--- src/rtl/axis_write_fifo.sv ---
// axis_write_fifo
//   Absorbs words from a producer that cannot be stalled (no s_axis_tready)
//   and re-issues them on a fully handshaked AXI4-Stream master. When the
//   buffer is full and nothing drains in the same cycle, the incoming word
//   is dropped, a sticky overflow flag is set and a saturating drop counter
//   increments.
//
// Ports
//   aclk            rising-edge clock
//   areset          synchronous, active-high reset
//   s_axis_tdata    input word
//   s_axis_tvalid   input word valid (one word per valid cycle)
//   m_axis_tdata    head-of-FIFO word
//   m_axis_tvalid   FIFO not empty
//   m_axis_tready   downstream accepts head word
//   fifo_count      stored words, 0..2^FIFO_ADDR_WIDTH
//   overflow        sticky: a word was dropped
//   drop_count      dropped words, saturating at 16'hFFFF
//   overflow_clear  clears overflow and drop_count (a same-cycle drop wins)
module axis_write_fifo #(
    parameter int AXI_DATA_WIDTH  = 32,
    parameter int FIFO_ADDR_WIDTH = 4
) (
    input  logic                      aclk,
    input  logic                      areset,
    input  logic [AXI_DATA_WIDTH-1:0] s_axis_tdata,
    input  logic                      s_axis_tvalid,
    output logic [AXI_DATA_WIDTH-1:0] m_axis_tdata,
    output logic                      m_axis_tvalid,
    input  logic                      m_axis_tready,
    output logic [FIFO_ADDR_WIDTH:0]  fifo_count,
    output logic                      overflow,
    output logic [15:0]               drop_count,
    input  logic                      overflow_clear
);

    localparam int DEPTH = 1 << FIFO_ADDR_WIDTH;
    localparam int AW    = FIFO_ADDR_WIDTH;

    logic [AXI_DATA_WIDTH-1:0] mem [DEPTH];
    logic [AW:0]               wr_ptr;
    logic [AW:0]               rd_ptr;

    logic empty;
    logic full;
    logic rd;
    logic wr;
    logic drop;

    // Pointers carry one extra MSB so full and empty stay distinguishable.
    assign empty = (wr_ptr == rd_ptr);
    assign full  = (wr_ptr[AW-1:0] == rd_ptr[AW-1:0]) && (wr_ptr[AW] != rd_ptr[AW]);

    assign rd   = m_axis_tvalid & m_axis_tready;
    // A read in the same cycle frees the slot, so a full FIFO still accepts.
    assign wr   = s_axis_tvalid & (~full | rd);
    assign drop = s_axis_tvalid & full & ~rd;

    assign m_axis_tvalid = ~empty;
    assign m_axis_tdata  = mem[rd_ptr[AW-1:0]];
    assign fifo_count    = wr_ptr - rd_ptr;

    // Storage has no reset; contents are only observable behind valid pointers.
    always_ff @(posedge aclk) begin
        if (wr && !areset)
            mem[wr_ptr[AW-1:0]] <= s_axis_tdata;
    end

    always_ff @(posedge aclk) begin
        if (areset) begin
            wr_ptr <= '0;
            rd_ptr <= '0;
        end else begin
            if (wr) wr_ptr <= wr_ptr + 1'b1;
            if (rd) rd_ptr <= rd_ptr + 1'b1;
        end
    end

    // A drop coinciding with a clear counts as the first drop after the clear.
    always_ff @(posedge aclk) begin
        if (areset) begin
            overflow   <= 1'b0;
            drop_count <= '0;
        end else if (drop) begin
            overflow <= 1'b1;
            if (overflow_clear)
                drop_count <= 16'd1;
            else if (drop_count != 16'hFFFF)
                drop_count <= drop_count + 16'd1;
        end else if (overflow_clear) begin
            overflow   <= 1'b0;
            drop_count <= '0;
        end
    end

endmodule
--- config.mk ---
export PLATFORM = sky130hd
export DESIGN_NAME = axis_write_fifo
export DESIGN_NICKNAME = d
export VERILOG_FILES = /design/src/rtl/axis_write_fifo.sv
export SDC_FILE = /design/constraint.sdc
export NUM_CORES = 1
export LEC_CHECK = 0
export CORE_MARGIN = 10
export CORE_UTILIZATION = 26
export DETAILED_ROUTE_END_ITERATION = 6
export PLACE_DENSITY = 0.4
export REMOVE_ABC_BUFFERS = 1
export SLEW_MARGIN = 10
export SYNTH_ARGS = -nofsm -noshare
export SYNTH_HDL_FRONTEND = slang
export SYNTH_SLANG_ARGS = --single-unit
--- constraint.sdc ---
create_clock -name aclk -period 7 [get_ports aclk]
set_clock_uncertainty 0.2 [all_clocks]
set_input_delay 1.4 -clock aclk [delete_from_list [all_inputs] [get_ports aclk]]
set_output_delay 1.4 -clock aclk [all_outputs]
set_load 0.005 [all_outputs]
==> summary.md, run 1 <==
| Metric | Value |
|---|---|
| Status | complete, no violations |
| Fin cells | 2165 |
| Crit-path max cell delay | 0.97 ns |
| Critical path data arrival time | 3.72 ns |
| Setup crit start kind | flip-flop |
| Routed length per instance | 24.7 um |
| Crit-path max FO | 46 |
| Endpoints failing hold | 0 |
| Post CTS Setup Buffer Count | 0 |
| Remaining DRCs | 0 |
| Total Power | 7480 uW |
| Post-CTS resize count | 0 |
| Multi-input gate area in the final layout | 0.00474 sq mm |
| Worst VDD drop | 0.203 mV |
| Clock edge transition at the registers on the reported setup and hold paths | 0.06 ns |
| Most Frequent Cell on Critical Path | mux4_2 |
| Gr usage total | 11.7% |
| Area Overhead vs Synth | 21.2% |
| H-Tree Depth | 2 |
| Reg2Reg Setup Slack | 3.24 ns |
| Synth Cell Area | 0.0209 sq mm |
| Power per cell area | 296 mW/mm^2 |
| # rows | 103 |
| Synth Warn # | 0 |
| DR iter-0 viols | 637 |
| Total grt overflow | 0 |
| Post-synth EDFFs | 512 |
| Hold Path Depth | 2 |
| Hold Startpoint | overflow |
| Initial antenna violation count | 2 |
| N_diodes | 0 |
| Final min period | 5.32 ns |
| Worst R2R Path Depth | 7 |
| Full die area | 0.0919 sq mm |
| Setup_tns | 0 ns |
| Sequential-to-total area share from yosys stat | 76.7% |
| Worst min-delay path category | reg -> reg |
| Clk Latency, worst-skew pair | 0.63 ns |
| Reg2reg start | wr_ptr[2] |
| Vias per cell | 4.48 |
| First-pass GRT wire length | 78200 um |
| Top FF cell, synth | edfxtp_1 |
| Chip Height | 303 um |
| Synth Instances | 919 |
| Vias post-DR | 9705 |
| PortBufs | 91 |
| Asr flop ratio synth | 0% |
| Share of layout cells above drive strength 1 | 27.2% |
| Reg area | 0.0160 sq mm |
| Final Wtd Congestion | 0.724 |
| Fin crit share | 76.0% |
| Hold-fix buffers at CTS | 0 |
| Crit path max-delay cell type | dfxtp_4 |
| IO Pins | 92 |
| Chip Width | 303 um |
| Final setup vio count | 0 |
| Vias in the first global route | 10700 |
| Worst Tran Pin Value | 1.01 ns |
| Placement Cell Area | 0.0233 sq mm |
| Filler cells | 7516 |
| Root Driver | clkbuf_16 |
| Required @ worst endpoint | 5.40 ns |
| Area of the core | 0.0793 sq mm |
| Largest net degree at the start of global routing | 90 |
| Routed Antenna Nets | 0 |
| CTS tree | done |
| Syn avg cell area | 22.7 sq um |
| Initial Utilization | 26.3% |
| Max-slew violation total from the final report | 0 |
| Slew HR | 32.6% |
| Crit-path cells | buf_4 -> mux4_2 -> mux4_2 -> clkdlybuf4s50_1 |
| RSZ-0062 raised after global routing | no |
| Distinct cells, synth | 42 |
| Nets@finish | 1110 |
| First-pass DRT Iterations | 4 |
| Cell area after layout | 0.0253 sq mm |
| Total wire length | 53400 um |
| Hold endpoint | overflow |
| DP HPWL | 31700 um |
| Pleak | 0.00756 uW |
| Flops & latches, synth | 543 |
| Fmax | 188 MHz |
| DP Cell Count | 2047 |
| Commonest non-fill, non-tap cell in the layout | edfxtp_1 |
| Number of max-cap violations | 0 |
| Most frequent cells in the layout | edfxtp_1 (512), mux4_2 (160), clkdlybuf4s50_1 (91) |
| Clock Path Buffers | 3 |
| # clock sinks | 543 |
| Inserted Clock Buffers | 61 |
| Crit Path Category | reg -> out |
| Worst reg2reg endpoint | mem[13][30] |
| Setup crit end kind | output pin |
-- registers in the layout, summed over array words and instances (netlist names), named ones only --
name,cells
mem,512
overflow,1
wr_ptr,5
rd_ptr,5
drop_count,16
-- worst max-delay path by stage --
| stage | from | endpoint | slack, ns |
|---|---|---|---|
| floorplan | flip-flop | m_axis_tdata[0] | -1.03 |
| global placement | flip-flop | m_axis_tdata[12] | 2.11 |
| detailed placement | flip-flop | m_axis_tdata[12] | 2.12 |
| CTS | flip-flop | m_axis_tdata[19] | 1.46 |
| global route | flip-flop | m_axis_tdata[19] | 1.37 |
| finish | flip-flop | m_axis_tdata[19] | 1.68 |
-- per-layer routing --
layer,track usage [%],vias to the layer above,routed length (um)
li1,-,4183,-
met1,15.8,5224,24100
met3,2.12,79,2140
met2,19.2,215,26000
met4,3.04,4,1060
met5,0,-,26
-- stage by stage --
stage          util [%]  setup slack [ns]  hold slack [ns]
6_report           31.9              1.68            0.274
5_1_grt            31.9              1.37            0.303
4_1_cts            31.8              1.46            0.280
3_5_place_dp       29.4              2.12            0.262
3_3_place_gp       29.3              2.11            0.266
2_1_floorplan         -             -1.03            0.255
-- cells in the mapped netlist (2+ instances only) --
cell type / number / area (sq um)
nand2_1: 15 / 56.3
edfxtp_1: 512 / 15400
or3_1: 2 / 12.5
nand3_1: 7 / 35.0
and3_1: 3 / 18.8
nand2b_1: 3 / 18.8
xnor2_1: 11 / 96.3
nor2_1: 37 / 139
clkbuf_1: 24 / 90.1
nor3_1: 8 / 40.0
buf_4: 2 / 15.0
a21oi_1: 12 / 60.1
dfxtp_1: 31 / 621
a41oi_1: 2 / 17.5
xor2_1: 7 / 61.3
nand4_1: 9 / 56.3
nor2b_1: 2 / 12.5
a21o_1: 2 / 15.0
mux4_2: 160 / 3600
inv_1: 13 / 48.8
buf_2: 15 / 75.1
o21ai_0: 11 / 55.1
ha_1: 10 / 125
a31oi_1: 3 / 18.8
-- cells by family (layout without fill, tap and decap cells) --
| kind of cell | after synthesis | count (layout) | synth area share, % |
|---|---|---|---|
| flip-flops | 543 | 543 | 76.7 |
| multiplexers | 160 | 160 | 17.3 |
| AND/OR/NAND/NOR | 92 | 92 | 2.17 |
| buffers and inverters | 55 | 251 | 1.12 |
| AO/OA/AOI/OAI | 40 | 40 | 1.30 |
| XOR/XNOR | 18 | 18 | 0.756 |
| adder cells (fa/ha/maj) | 11 | 11 | 0.696 |
-- power by group --
part,switching [uW],internal [uW],leakage [uW]
sequential,64.6,3580,0.00487
clock,1290,1720,0.000940
combinational,360,466,0.00176
-- final cells by class --
cell class                 count  share of cell area (%)
sequential                   543                    63.3
multi-input combinational    321                    18.7
clock buffer                  83                    6.65
tap                         1050                    5.20
timing repair buffer         122                    4.99
clock inverter                33                   0.906
inverter                      13                   0.193
-- worst max-delay path: cells and delay by family (launching register included) --
kind / cells / cell delay, ns
buf+inv: 2 / 1.03
flops: 1 / 0.97
mux: 2 / 1.06
No activity file was read; power rests on OpenSTA's default activity.
==> run 2, diff against run 1 <==
==> constraint.sdc (replaced) <==
create_clock -name aclk -period 5.15 [get_ports aclk]
set_clock_uncertainty 0.2 [all_clocks]
set_input_delay 1.03 -clock aclk [delete_from_list [all_inputs] [get_ports aclk]]
set_output_delay 1.03 -clock aclk [all_outputs]
set_load 0.005 [all_outputs]
==> summary.md, run 2 (synthesized netlist as in run 1, its figures left out) <==
| Metric | Value |
|---|---|
| Status | complete, no violations |
| Routed Antenna Nets | 0 |
| Commonest non-fill, non-tap cell in the layout | edfxtp_1 |
| Worst R2R Path Depth | 7 |
| First-pass GRT wire length | 77800 um |
| Crit-path max FO | 34 |
| Most frequent cells in the layout | edfxtp_1 (512), mux4_2 (160), clkdlybuf4s50_1 (91) |
| Reg area | 0.0160 sq mm |
| Pleak | 0.00765 uW |
| CTS tree | done |
| Number of max-cap violations | 0 |
| Crit Path Category | reg -> out |
| DR iter-0 viols | 754 |
| Worst VDD drop | 0.266 mV |
| Grt met3 use | 2.22% |
| Remaining DRCs | 0 |
| Required @ worst endpoint | 3.92 ns |
| DP HPWL | 28500 um |
| Slew HR | 35.2% |
| Largest net degree at the start of global routing | 45 |
| Chip Height | 303 um |
| Fmax | 217 MHz |
| Cell area after layout | 0.0254 sq mm |
| Fin crit share | 89.4% |
| Vias per cell | 4.53 |
| Reg2Reg Setup Slack | 1.69 ns |
| PortBufs | 91 |
| Nets@finish | 1123 |
| DP Cell Count | 2062 |
| Share of layout cells above drive strength 1 | 27.9% |
| Clock Path Buffers | 3 |
| Placement Cell Area | 0.0234 sq mm |
| Final min period | 4.60 ns |
| Area of the core | 0.0793 sq mm |
| Total grt overflow | 0 |
| Multi-input gate area in the final layout | 0.00474 sq mm |
| Largest register FFs | 512 |
| Routing usage on met1 | 16.0% |
| H-Tree Depth | 2 |
| Worst reg2reg endpoint | mem[7][25] |
| First-pass DRT Iterations | 4 |
| Worst setup path endpoint | m_axis_tdata[23] |
| Final Wtd Congestion | 0.716 |
| Reg2reg start | wr_ptr[2] |
| Inserted Clock Buffers | 61 |
| Gr usage total | 11.6% |
| Endpoints failing hold | 0 |
| Full die area | 0.0919 sq mm |
| Most used routing layer | met2 |
| Clk Latency, worst-skew pair | 0.63 ns |
| # rows | 103 |
| Vias in the first global route | 10700 |
| Chip Width | 303 um |
| Hold-fix buffers at CTS | 0 |
| Area Overhead vs Synth | 21.9% |
| Max-slew violation total from the final report | 0 |
| Vias post-DR | 9845 |
| Worst min-delay path category | reg -> reg |
| Critical path data arrival time | 3.37 ns |
| Hold slack | 0.279 ns |
| Total wire length | 53300 um |
| # clock sinks | 543 |
| Setup crit start kind | flip-flop |
| Post CTS Setup Buffer Count | 0 |
| Fin cells | 2171 |
| N_diodes | 0 |
| Clock edge transition at the registers on the reported setup and hold paths | 0.06 ns |
| Post-CTS resize count | 0 |
| Final setup vio count | 0 |
| Routed length per instance | 24.5 um |
| Setup crit end kind | output pin |
| RSZ-0062 raised after global routing | no |
| IO Pins | 92 |
| Root Driver | clkbuf_16 |
| Worst Tran Pin Value | 0.972 ns |
| Total Power | 10400 uW |
| Power per cell area | 409 mW/mm^2 |
| Filler cells | 7545 |
| Initial Utilization | 26.3% |
| Met2 GRT Util | 18.5% |
| Initial antenna violation count | 2 |
run 2: changes by cell type in the layout (fill, tap and decap cells not counted), moves of 4 or more:
cell / before / now
buf_12: 3 / 7
buf_16: 4 / 0
buf_4: 24 / 37
bufinv_16: 1 / 7
clkbuf_1: 17 / 12
clkinv_2: 14 / 8
run 2: critical path: stages (launching register included):
cell and delay (ns):
dfxtp_4 0.84, buf_4 0.33, mux4_2 0.53, mux4_2 0.54, clkdlybuf4s50_1 0.48
run 2: worst min path at each step:
stage / slack, ns / start / to / cells past startpoint
global route: 0.31 / overflow / overflow / 2
global placement: 0.26 / overflow / overflow / 2
CTS: 0.28 / overflow / overflow / 2
detailed placement: 0.26 / overflow / overflow / 2
floorplan: 0.25 / overflow / overflow / 2
finish: 0.28 / overflow / overflow / 2
run 2: layout make-up:
type | count | share of cell area, %
multi-input cells | 321 | 18.6
clock inverters | 34 | 1.55
inverters | 13 | 0.192
well taps | 1050 | 5.17
flip-flops and latches | 543 | 62.9
clock buffers | 75 | 6.29
repair buffers | 135 | 5.22
run 2: stage by stage:
| step | worst slack [ns] | setup TNS, ns | util [%] |
|---|---|---|---|
| 2_1_floorplan | -2.51 | -80.25 | - |
| 3_3_place_gp | 1.07 | 0 | 29.6 |
| 3_5_place_dp | 1.03 | 0 | 29.6 |
| 4_1_cts | 0.361 | 0 | 32.1 |
| 5_1_grt | 0.338 | 0 | 32.1 |
| 6_report | 0.548 | 0 | 32.1 |
run 2: per-layer routing:
| layer | up-vias | routed length, um |
|---|---|---|
| met1 | 5345 | 24300 |
| met4 | 4 | 1040 |
| li1 | 4203 | - |
| met5 | - | 31 |
| met2 | 217 | 25400 |
| met3 | 76 | 2470 |
run 2: report_power, final:
part	internal [uW]	total [uW]	leakage (uW)	switching [uW]
combinational	669	1140	0.00182	473
clock	2550	4310	0.000969	1760
sequential	4870	4940	0.00487	69.6
==> run 3, diff against run 2 <==
--- a/config.mk
+++ b/config.mk
@@ -5,10 +5,12 @@
 export SDC_FILE = /design/constraint.sdc
 export NUM_CORES = 1
 export LEC_CHECK = 0
+export ABC_AREA = 1
 export CORE_MARGIN = 10
 export CORE_UTILIZATION = 26
 export DETAILED_ROUTE_END_ITERATION = 6
-export PLACE_DENSITY = 0.4
+export DONT_BUFFER_PORTS = 1
+export PLACE_DENSITY = 0.38
 export REMOVE_ABC_BUFFERS = 1
 export SLEW_MARGIN = 10
 export SYNTH_ARGS = -nofsm -noshare
==> constraint.sdc (replaced) <==
create_clock -name aclk -period 5.65 [get_ports aclk]
set_clock_uncertainty 0.2 [all_clocks]
set_input_delay 1.13 -clock aclk [delete_from_list [all_inputs] [get_ports aclk]]
set_output_delay 1.13 -clock aclk [all_outputs]
set_load 0.005 [all_outputs]
==> summary.md, run 3 <==
| Metric | Value |
|---|---|
| Distinct cells, synth | 33 |
| CTS tree | done |
| Top cells by area, synth | edfxtp_1 (70%), nor2_1 (7.2%), o21ai_0 (5.3%), o211ai_1 (4.4%), dfxtp_1 (2.8%) |
| Crit-path max FO | 118 |
| Flops & latches, synth | 543 |
| Total grt overflow | 0 |
| Number of max-cap violations | 0 |
| Final Util | 30.3% |
| DP HPWL | 34100 um |
| PortBufs | 0 |
| Top post-synthesis cells by count | edfxtp_1 (512), nor2_1 (422), o21ai_0 (232), o211ai_1 (128), nand2_1 (115) |
| Top FF cell, synth | edfxtp_1 |
| Largest net degree at the start of global routing | 131 |
| First-pass GRT wire length | 94800 um |
| Cell area after layout | 0.0254 sq mm |
| Reg2Reg Setup Slack | 2.09 ns |
| Total Power | 9600 uW |
| Worst min-delay path category | reg -> reg |
| Endpoints failing hold | 0 |
| First-pass DRT Iterations | 5 |
| Setup crit start kind | flip-flop |
| Hold-fix buffers at CTS | 0 |
| Hold Path Depth | 2 |
| Crit path max-delay cell type | inv_8 |
| Setup_tns | 0 ns |
| P_int | 7130 uW |
| Power per cell area | 378 mW/mm^2 |
| P_sw | 2470 uW |
| Synth top area share | 70.1% |
| DR iter-0 viols | 967 |
| Most Frequent Cell on Critical Path | nor2_1 |
| Syn avg cell area | 12.3 sq um |
| Sequential-to-total area share from yosys stat | 72.9% |
| Initial Utilization | 26.2% |
| Synth Instances | 1780 |
| Clock edge transition at the registers on the reported setup and hold paths | 0.06 ns |
| Root Driver | clkbuf_16 |
| Synth Cell Area | 0.0219 sq mm |
| RSZ-0062 raised after global routing | no |
| Vias post-DR | 13600 |
| Sequential power share | 47.0% |
| Initial antenna violation count | 0 |
| Vias in the first global route | 14000 |
| Fin cells | 2966 |
| Remaining DRCs | 0 |
| Area of the core | 0.0837 sq mm |
| Placement Cell Area | 0.0233 sq mm |
| Most frequent cells in the layout | edfxtp_1 (512), nor2_1 (406), o21ai_0 (232) |
| Chip Height | 311 um |
| Largest register FFs | 512 |
| Vias per cell | 4.58 |
| Post-synth EDFFs | 512 |
| Post CTS Setup Buffer Count | 0 |
| Worst VDD drop | 0.164 mV |
| Commonest non-fill, non-tap cell in the layout | edfxtp_1 |
| Share of layout cells above drive strength 1 | 8.90% |
| Crit Path Category | reg -> out |
| H-Tree Depth | 3 |
| Reg2reg start | wr_ptr[0] |
| Worst R2R Path Depth | 10 |
| Sw Ratio | 25.7% |
| Total wire length | 63700 um |
| Crit-path cells | inv_8 -> buf_12 -> nor2_1 -> nor2_1 -> o21ai_0 -> o211ai_1 -> nand3_1 -> nand2_1 |
| Nets@finish | 1828 |
| Setup crit end kind | output pin |
| Gr usage total | 13.0% |
| Yosys top cell by area | edfxtp_1 |
| Top-count cell post-synth | edfxtp_1 |
| Fin crit share | 77.1% |
| Clock share of power | 42.7% |
| Comb power frac | 10.3% |
| Fmax | 230 MHz |
| Status | complete, no violations |
| # rows | 106 |
| Max-slew violation total from the final report | 0 |
| Final Wtd Congestion | 0.761 |
| Final setup vio count | 0 |
| Worst Tran Pin Value | 1.02 ns |
| Routed length per instance | 21.5 um |
| # clock sinks | 543 |
| Area Overhead vs Synth | 15.7% |
| Clock Path Buffers | 3 |
| IO Pins | 92 |
| Inserted Clock Buffers | 67 |
| Clk Latency, worst-skew pair | 0.60 ns |
| Routed Antenna Nets | 0 |
| Slew HR | 31.9% |
| Final min period | 4.36 ns |
| Chip Width | 311 um |
| Crit-path max cell delay | 0.58 ns |
| Asr flop ratio synth | 0% |
| Required @ worst endpoint | 4.32 ns |
| Worst reg2reg endpoint | mem[8][21] |
| Post-CTS resize count | 0 |
| Synth Warn # | 0 |
| Critical path data arrival time | 3.03 ns |
| DP Cell Count | 2845 |
| Hold Startpoint | rd_ptr[4] |
| Hold endpoint | rd_ptr[4] |
| Pleak | 0.00788 uW |
| Full die area | 0.0964 sq mm |
==> run 3: cell families (layout without fill, tap and decap cells) <==
logic type / after synthesis / in the layout / share of synthesized area, %
AND/OR/NAND/NOR: 605 / 605 / 11.0
other: 0 / 1 / 0
XOR/XNOR: 7 / 7 / 0.279
buffers and inverters: 152 / 203 / 3.20
AO/OA/AOI/OAI: 462 / 462 / 12.0
adder cells (fa/ha/maj): 11 / 11 / 0.661
flip-flops: 543 / 543 / 72.9
==> run 3: area by class of cell <==
cell class / count / area, sq um
fillers: 8409 / 58300
flip-flops and latches: 543 / 16000
multi-input cells: 1085 / 5370
clock buffers: 84 / 1790
well taps: 1134 / 1420
repair buffers: 39 / 343
clock inverters: 36 / 277
inverters: 44 / 173
diodes: 1 / 2.50
==> run 3: critical path: cells and delay by family, from the launching register on <==
kind / cells / cell delay [ns]
buf+inv: 2 / 0.92
flops: 1 / 0.52
simple gates: 4 / 0.52
compound gates: 2 / 0.20
==> run 3: metal layers <==
| layer | track usage, % | vias to the layer above | wire [um] |
|---|---|---|---|
| li1 | - | 6466 | - |
| met1 | 17.4 | 6778 | 29900 |
| met2 | 20.6 | 252 | 29300 |
| met3 | 3.32 | 74 | 3420 |
| met4 | 3.40 | 0 | 1150 |
| met5 | 0 | - | 0 |
==> run 3: how the worst max path moves through the flow <==
stage	cells after the start	slack, ns	end	start
after floorplan	7	-2.47	m_axis_tdata[0]	flip-flop
after global placement	7	1.87	mem[8][29]	m_axis_tready
after detailed placement	7	1.83	mem[8][29]	m_axis_tready
after CTS	8	1.22	m_axis_tdata[19]	flip-flop
after global routing	8	1.06	m_axis_tdata[30]	flip-flop
final	8	1.29	m_axis_tdata[2]	flip-flop
==> run 3: per-stage QoR <==
stage                     setup WS (ns)  hold slack (ns)
final                              1.29            0.291
after global routing               1.06            0.312
after CTS                          1.22            0.290
after detailed placement           1.83            0.280
after global placement             1.87            0.266
after floorplan                   -2.47            0.252
==> run 3: power groups by stage <==
stage          registers (uW)  logic (uW)  clock network (uW)
2_1_floorplan            4640         636                   0
3_3_place_gp             4600        1020                   0
3_5_place_dp             4600        1020                   0
4_1_cts                  4510        1030                4220
5_1_grt                  4520        1140                4390
6_report                 4510         989                4100
